===== src/rtl/counter_sequencer.sv =====
// counter_sequencer: push-button driven run/pause/step sequencer for a counter
// datapath. Raw inputs are synchronized and debounced; a button press walks
// IDLE -> RUN -> PAUSE -> (RUN | STEP), a prescaler paces ctr_en in RUN, and
// run_ticks counts the strobes issued since the last clear.
// Optional feature: define COUNTER_SEQUENCER_LONGPRESS_EN to build the
// long-press abort (button held HOLD_CYCLES in RUN/PAUSE forces IDLE + clear).
module counter_sequencer #(
    parameter int DEBOUNCE_CYCLES = 16,
    parameter int PRESCALE        = 1000,
    parameter int HOLD_CYCLES     = 50000
) (
    input  logic        clk,
    input  logic        rst_n,
    input  logic        btn_raw,
    input  logic        sw_raw,
    input  logic        en_in,
    output logic        ctr_en,
    output logic        ctr_clr,
    output logic [1:0]  state,
    output logic [15:0] run_ticks
);

    localparam logic [1:0]  IDLE  = 2'b00;
    localparam logic [1:0]  RUN   = 2'b01;
    localparam logic [1:0]  PAUSE = 2'b10;
    localparam logic [1:0]  STEP  = 2'b11;
    localparam logic [15:0] DB_LAST = 16'(DEBOUNCE_CYCLES - 1);
    localparam logic [23:0] PS_LAST = 24'(PRESCALE - 1);

    logic [1:0]       btn_sync, sw_sync, en_sync;
    logic [1:0]       deb;          // [0] = button, [1] = switch
    logic [1:0][15:0] db_cnt;
    logic [1:0]       synced;
    logic             btn_deb_q;
    logic             press;
    logic             long_press;
    logic             en_s;
    logic             sw_deb;
    logic [23:0]      presc;
    logic [1:0]       state_nxt;
    logic             clr_nxt;
    logic             clr_q;

    assign synced = {sw_sync[1], btn_sync[1]};
    assign en_s   = en_sync[1];
    assign sw_deb = deb[1];
    assign press  = deb[0] & ~btn_deb_q;

    // Two-flop synchronizers for the asynchronous inputs.
    always_ff @(posedge clk) begin
        if (!rst_n) begin
            btn_sync <= '0;
            sw_sync  <= '0;
            en_sync  <= '0;
        end else begin
            btn_sync <= {btn_sync[0], btn_raw};
            sw_sync  <= {sw_sync[0], sw_raw};
            en_sync  <= {en_sync[0], en_in};
        end
    end

    // Debounce: the level flips on the DEBOUNCE_CYCLES-th consecutive differing sample.
    always_ff @(posedge clk) begin
        if (!rst_n) begin
            deb    <= '0;
            db_cnt <= '0;
        end else begin
            for (int i = 0; i < 2; i++) begin
                if (synced[i] == deb[i]) begin
                    db_cnt[i] <= '0;
                end else if (db_cnt[i] == DB_LAST) begin
                    deb[i]    <= ~deb[i];
                    db_cnt[i] <= '0;
                end else begin
                    db_cnt[i] <= db_cnt[i] + 16'd1;
                end
            end
        end
    end

    // Delayed debounced button for rising-edge (press) detection.
    always_ff @(posedge clk) begin
        if (!rst_n) btn_deb_q <= 1'b0;
        else        btn_deb_q <= deb[0];
    end

`ifdef COUNTER_SEQUENCER_LONGPRESS_EN
    localparam int HW = $clog2(HOLD_CYCLES + 1);
    logic [HW-1:0] hold_cnt;
    logic          hold_cond;

    assign hold_cond  = deb[0] && (state == RUN || state == PAUSE);
    assign long_press = hold_cond && (hold_cnt == HW'(HOLD_CYCLES - 1));

    // Count consecutive held cycles in RUN/PAUSE; any break restarts the count.
    always_ff @(posedge clk) begin
        if (!rst_n || !hold_cond || long_press) hold_cnt <= '0;
        else                                    hold_cnt <= hold_cnt + 1'b1;
    end
`else
    // No hold counter: HOLD_CYCLES has no effect in this build.
    assign long_press = 1'b0;
`endif

    // Prescaler: cleared in IDLE, counts in RUN when enabled, otherwise holds.
    // A transition in the same cycle wins over the terminal count.
    always_ff @(posedge clk) begin
        if (!rst_n || state == IDLE) begin
            presc <= '0;
        end else if (state == RUN && en_s && !press && !long_press) begin
            presc <= (presc == PS_LAST) ? 24'd0 : presc + 24'd1;
        end
    end

    // FSM state register; the clear strobe is registered so it lands in the
    // first cycle of the new state.
    always_ff @(posedge clk) begin
        if (!rst_n) begin
            state <= IDLE;
            clr_q <= 1'b0;
        end else begin
            state <= state_nxt;
            clr_q <= clr_nxt;
        end
    end

    // FSM next-state logic.
    always_comb begin
        state_nxt = state;
        clr_nxt   = 1'b0;
        if (long_press) begin
            state_nxt = IDLE;
            clr_nxt   = 1'b1;
        end else begin
            case (state)
                IDLE: if (press) begin
                    state_nxt = RUN;
                    clr_nxt   = 1'b1;
                end
                RUN:     if (press) state_nxt = PAUSE;
                PAUSE:   if (press) state_nxt = sw_deb ? STEP : RUN;
                default: state_nxt = PAUSE;   // STEP lasts exactly one cycle
            endcase
        end
    end

    // FSM outputs: STEP always strobes; RUN strobes on terminal count unless moving.
    always_comb begin
        ctr_en  = 1'b0;
        ctr_clr = clr_q;
        case (state)
            STEP:    ctr_en = 1'b1;
            RUN:     ctr_en = en_s && (presc == PS_LAST) && !press && !long_press;
            default: ctr_en = 1'b0;
        endcase
    end

    // Strobe counter: clear dominates, saturates at all-ones.
    always_ff @(posedge clk) begin
        if (!rst_n || ctr_clr)                  run_ticks <= '0;
        else if (ctr_en && run_ticks != 16'hFFFF) run_ticks <= run_ticks + 16'd1;
    end

endmodule


===== config.mk =====
export PLATFORM = sky130hd
export DESIGN_NAME = counter_sequencer
export DESIGN_NICKNAME = d
export VERILOG_FILES = /design/src/rtl/counter_sequencer.sv
export SDC_FILE = /design/constraint.sdc
export NUM_CORES = 1
export LEC_CHECK = 0
export CAP_MARGIN = 40
export CORE_UTILIZATION = 54
export CTS_CLUSTER_SIZE = 10
export DETAILED_ROUTE_END_ITERATION = 8
export PLACE_DENSITY = 0.78
export SLEW_MARGIN = 25
export SYNTH_ARGS = -nofsm -noshare
export SYNTH_HDL_FRONTEND = slang
export SYNTH_SLANG_ARGS = --single-unit
export TNS_END_PERCENT = 100

===== constraint.sdc =====
create_clock -name clk -period 5.5 [get_ports clk]
set_input_delay 1.375 -clock clk [delete_from_list [all_inputs] [get_ports clk]]
set_output_delay 1.375 -clock clk [all_outputs]
set_load 0.005 [all_outputs]

==> flow_summary.json, run 1 <==
{
  "boundaryPins": 25,
  "worstMarginPinSlew_ns": 0.787,
  "path_class": "flop to output pin",
  "nFillCells": 560,
  "gr-usage-all-layers_pct": 21.1,
  "core_um2": 6790,
  "ys_warn_count": 0,
  "required_ns": 4.12,
  "htree_levels": 3,
  "setup_violations": 0,
  "gp_congestion": 0.794,
  "detailroute.via_count": 3213,
  "critical_path_arrival_ns": 2.54,
  "cts_buffers": 9,
  "num_rows": 30,
  "cp_max_fo": 29,
  "layout-drive-gt1-share_pct": 5.76,
  "powerDensity_nw_per_um2": 244,
  "synth_area_um2": 3790,
  "ys_types": 42,
  "port_buffers": 24,
  "cts_setup_buffers": 0,
  "ant_nets": 0,
  "synth-main-ff-cell": "dfxtp_1",
  "rsz0062_at_grt": "no",
  "synth_top_area_share_pct": 44.3,
  "comb_power_share_pct": 1.1,
  "clkTransAtPathRegs_ns": 0.08,
  "post_drt_via_cell_ratio": 5.69,
  "grt_max_degree": 30,
  "p_sw_w": 0.000217,
  "drt_wl_total_um": 7190,
  "final_nets": 474,
  "synthTopCellsByCount": "84 x dfxtp_1, 60 x nor2_1, 30 x nand2_1",
  "post-place-ws_ns": 1.96,
  "yosysMostFrequentCell": "dfxtp_1",
  "outcome": "finished clean",
  "async_flop_share_pct": 0,
  "max_slew_margin_pct": 47.1,
  "clock.fmax_mhz": 255,
  "p_clk_share_pct": 40.8,
  "ys_top_cells_by_area": "dfxtp_1 44%, nor2_1 5.9%, xor2_1 5.8%",
  "clock_skew_ns": 0.00564,
  "drc": 0,
  "hold_viol": 0,
  "cts_tree": "yes",
  "synth_edf_count": 0,
  "synth.avg_cell_area_um2": 8.57,
  "clk_latency_ns": 0.34,
  "diodes": 0,
  "grt_pass1_wl_um": 12700,
  "cp-start-kind": "flop",
  "clockBufferDepth": 2,
  "cts_resized": 0,
  "power.share.switching_pct": 20.7,
  "cp-end-kind": "output pin",
  "fin_setup_tns_ns": 0,
  "grt_antenna_before_repair": 0,
  "cts_root_buf": "clkbuf_8",
  "setup_ws_ns": 1.58,
  "irDropWorstVdd_v": 0.000134,
  "synthCells": 443,
  "worstHoldPathType": "flop to flop",
  "maxCapViolCount": 0,
  "grt_pass1_vias": 2958,
  "clkSinkCount": 84,
  "gr-total-overflow": 0,
  "synth_seq_cells": 84,
  "dr.pass1.iters": 4,
  "ys_seq_area_share_pct": 44.3,
  "p_int_w": 0.000834,
  "synthesis.nets": 452,
  "hpwl_um": 5070,
  "die_h_um": 85.8,
  "pwr-share-seq_pct": 58.1,
  "cts-hold-fix-buffers": 0,
  "die_area_um2": 7370,
  "die-width_um": 85.8,
  "p_leak_nw": 1.36,
  "fin_crit_sh_pct": 71.2,
  "period_needed_ns": 3.92,
  "maxSlewViolCount": 0,
  "detailedRoute.firstIterationViolations": 145,
  "initial_core_util_pct": 55.9,
  "synth_top_area_cell": "dfxtp_1",
  "drt-wirelength-per-cell_um": 12.7,
  "syn2layout_area_growth_pct": 13.7
}
-- critical path, stage by stage, from the launching register on --
cell,delay [ns]
dfxtp_1,0.60
nand2_1,0.26
nor4_4,0.35
a31oi_2,0.13
buf_4,0.24
nor2_1,0.11
clkdlybuf4s50_1,0.50
-- path summary, 6_finish.rpt --
path	endpoint	startpoint	slack (ns)	depth (start not counted)
max reg2reg	presc[21]	state[0]	2.97	5
max	ctr_en	state[0]	1.58	6
min	sw_sync[1]	sw_sync[0]	0.43	1
min reg2reg	sw_sync[1]	sw_sync[0]	0.43	1
-- cell families (layout without fill, tap and decap cells) --
family / after synthesis / count (layout) / synth area share (%)
multiplexers: 4 / 4 / 1.06
AND/OR/NAND/NOR: 228 / 228 / 32.3
AO/OA/AOI/OAI: 55 / 55 / 8.37
buffers and inverters: 24 / 50 / 2.44
XOR/XNOR: 44 / 44 / 10.2
adder cells (fa/ha/maj): 4 / 4 / 1.32
flip-flops: 84 / 84 / 44.3
-- state kept, by name, summed over array words and instances (netlist names) --
signal and flops:
db_cnt 32, presc 24, run_ticks 16, btn_sync 2
deb 2, en_sync 2, state 2, sw_sync 2
btn_deb_q 1, ctr_clr 1
-- area by class of cell --
| class | instances | area (um^2) | share of cell area [%] |
|---|---|---|---|
| clock inverter | 4 | 50.0 | 1.16 |
| timing repair buffer | 27 | 260 | 6.03 |
| tap | 96 | 120 | 2.78 |
| clock buffer | 11 | 141 | 3.28 |
| multi-input combinational | 335 | 2030 | 47.1 |
| sequential | 84 | 1680 | 39.0 |
| inverter | 8 | 30.0 | 0.696 |
-- power groups by stage --
stage / clock network (W) / registers, W / logic, W
after floorplan: 0 / 0.000625 / 0.00000691
after global placement: 0 / 0.000625 / 0.0000115
after detailed placement: 0 / 0.000625 / 0.0000118
after CTS: 0.000442 / 0.000611 / 0.0000118
after global routing: 0.000467 / 0.000612 / 0.0000131
final: 0.000429 / 0.000611 / 0.0000116
-- per-layer routing --
metal,global-route usage [%],share of wire (%),up-vias
li1,-,-,1620
met1,25.5,46,1517
met2,37.2,49,70
met3,4.72,3.9,6
met4,7.12,0.88,0
met5,0,0,-
-- per-stage QoR --
step                      hold slack (ns)  cells  util [%]  area, um^2  power [W]
final                               0.432    565      63.5        4320    0.00105
after global routing                0.466    565      63.5        4320    0.00109
after CTS                           0.433    564      63.5        4310    0.00106
after detailed placement            0.419    549      60.6        4120   0.000637
after global placement              0.421    549      60.6        4110   0.000637
after floorplan                     0.412    443         -        3790   0.000632
-- cell usage in the layout, fill, tap and decap left out, types with 2 or more instances in the layout --
master	n
dfxtp_1	84
nor2_1	60
nand2_1	30
nand3_1	26
xor2_1	25
clkdlybuf4s50_1	24
nand4_1	20
o21ai_0	20
xnor2_1	19
a21oi_1	18
nor4_1	12
or3_1	12
nor3_1	11
and3_1	11
and2_1	11
clkbuf_8	10
inv_1	8
and4_1	8
or4_1	8
o211ai_1	4
mux2i_1	4
ha_1	4
o31ai_1	3
nand2b_1	3
nor2b_1	3
nor4b_1	2
nand3_2	2
or2_2	2
o21a_1	2
nor4_2	2
clkinvlp_4	2
buf_4	2
No activity file was read; power rests on OpenSTA's default activity.
==> inputs of run 2 (changes only) <==
==> constraint.sdc (replaced) <==
create_clock -name clk -period 3.9 [get_ports clk]
set_input_delay 0.975 -clock clk [delete_from_list [all_inputs] [get_ports clk]]
set_output_delay 0.975 -clock clk [all_outputs]
set_load 0.005 [all_outputs]
==> flow_summary.json, run 2 (same netlist as run 1, synthesis figures left out) <==
{
  "cts-hold-fix-buffers": 0,
  "worstHoldPathType": "flop to flop",
  "p_leak_nw": 1.37,
  "cp-end-kind": "output pin",
  "cp_max_fo": 29,
  "clk_latency_ns": 0.35,
  "largest_reg_flops": 32,
  "gp_congestion": 0.841,
  "rsz0062_at_grt": "no",
  "gr-total-overflow": 0,
  "met2_usage_pct": 34.7,
  "fin_setup_tns_ns": 0,
  "cp-start-kind": "flop",
  "hpwl_um": 5070,
  "clock.fmax_mhz": 285,
  "maxCapViolCount": 0,
  "num_rows": 30,
  "max_slew_margin_pct": 57.3,
  "layout-drive-gt1-share_pct": 6.55,
  "cts_buffers": 9,
  "gr-usage-all-layers_pct": 20.9,
  "r2r_setup_slack_ns": 1.58,
  "required_ns": 2.92,
  "cts_root_buf": "clkbuf_8",
  "powerDensity_nw_per_um2": 335,
  "drc": 0,
  "cts_setup_buffers": 0,
  "cts_tree": "yes",
  "post_drt_via_cell_ratio": 5.60,
  "final_nets": 477,
  "grt_pass1_vias": 2912,
  "critical_path_arrival_ns": 2.53,
  "period_needed_ns": 3.51,
  "grt_antenna_before_repair": 0,
  "syn2layout_area_growth_pct": 13.9,
  "dr.pass1.iters": 4,
  "htree_levels": 3,
  "grt_max_degree": 30,
  "maxSlewViolCount": 0,
  "clockBufferDepth": 2,
  "outcome": "finished clean",
  "clkTransAtPathRegs_ns": 0.08,
  "path_class": "flop to output pin",
  "irDropWorstVdd_v": 0.000223,
  "setup_violations": 0,
  "detailroute.via_count": 3189,
  "core_um2": 6790,
  "grtUsageMet3_pct": 4.33,
  "boundaryPins": 25,
  "die_area_um2": 7370,
  "diodes": 0,
  "die-width_um": 85.8,
  "die_h_um": 85.8,
  "clock_skew_ns": 0.0129,
  "stdcell_area_um2": 4320,
  "fin_crit_sh_pct": 89.9,
  "port_buffers": 24,
  "detailedRoute.firstIterationViolations": 115,
  "placed_cell_area_um2": 4130,
  "layout_commonest_cell": "dfxtp_1",
  "ant_nets": 0,
  "cts_resized": 0,
  "grt.busiest_layer": "met2",
  "largest_registers": "db_cnt (32), presc (24), run_ticks (16)",
  "grt_pass1_wl_um": 12500,
  "use_met1_pct": 26.4,
  "clkSinkCount": 84,
  "layout_common_cells": "84 x dfxtp_1, 60 x nor2_1, 30 x nand2_1",
  "worstMarginPinSlew_ns": 0.634,
  "top_register": "db_cnt",
  "initial_core_util_pct": 55.9,
  "drt_wl_total_um": 7280,
  "hold_viol": 0,
  "drt-wirelength-per-cell_um": 12.8
}
run 2: layout make-up:
class | instances | area, um^2
fillers | 562 | 2470
multi-input cells | 335 | 2030
flip-flops and latches | 84 | 1680
repair buffers | 30 | 283
clock buffers | 9 | 124
well taps | 96 | 120
clock inverters | 7 | 57.6
inverters | 8 | 30.0
run 2: final timing paths:
path               from  cells past startpoint           end
min reg2reg  sw_sync[0]                      1    sw_sync[1]
min          sw_sync[0]                      1    sw_sync[1]
max reg2reg    state[0]                      6  run_ticks[6]
max            state[0]                      6        ctr_en
run 2: stage by stage:
step / std cells / power [W] / setup slack (ns) / util (%) / hold slack (ns)
2_1_floorplan: 443 / 0.000891 / 1.36 / - / 0.412
3_3_place_gp: 551 / 0.000898 / 0.876 / 60.8 / 0.424
4_1_cts: 567 / 0.00146 / 0.391 / 63.4 / 0.447
5_1_grt: 569 / 0.00150 / 0.245 / 63.6 / 0.462
3_5_place_dp: 551 / 0.000899 / 0.791 / 60.8 / 0.424
6_report: 569 / 0.00145 / 0.393 / 63.6 / 0.443
run 2: critical path: stages (launching register included):
cell and delay [ns]:
dfxtp_1 0.59, nand2_1 0.25, nor4_4 0.34, a31oi_2 0.15, buf_4 0.24, nor2_1 0.10
clkdlybuf4s50_1 0.50
run 2: layer usage:
| layer | vias to the layer above | wire length [um] |
|---|---|---|
| met5 | - | 0 |
| met4 | 0 | 123 |
| met3 | 12 | 186 |
| met2 | 45 | 3490 |
| met1 | 1506 | 3480 |
| li1 | 1626 | - |
run 2: where the power goes:
part	internal, W	leakage (nW)	switching (W)
registers	0.000860	0.678	0.00000156
logic	0.00000695	0.606	0.00000952
clock network	0.000240	0.0881	0.000332
total	0.00111	1.37	0.000343
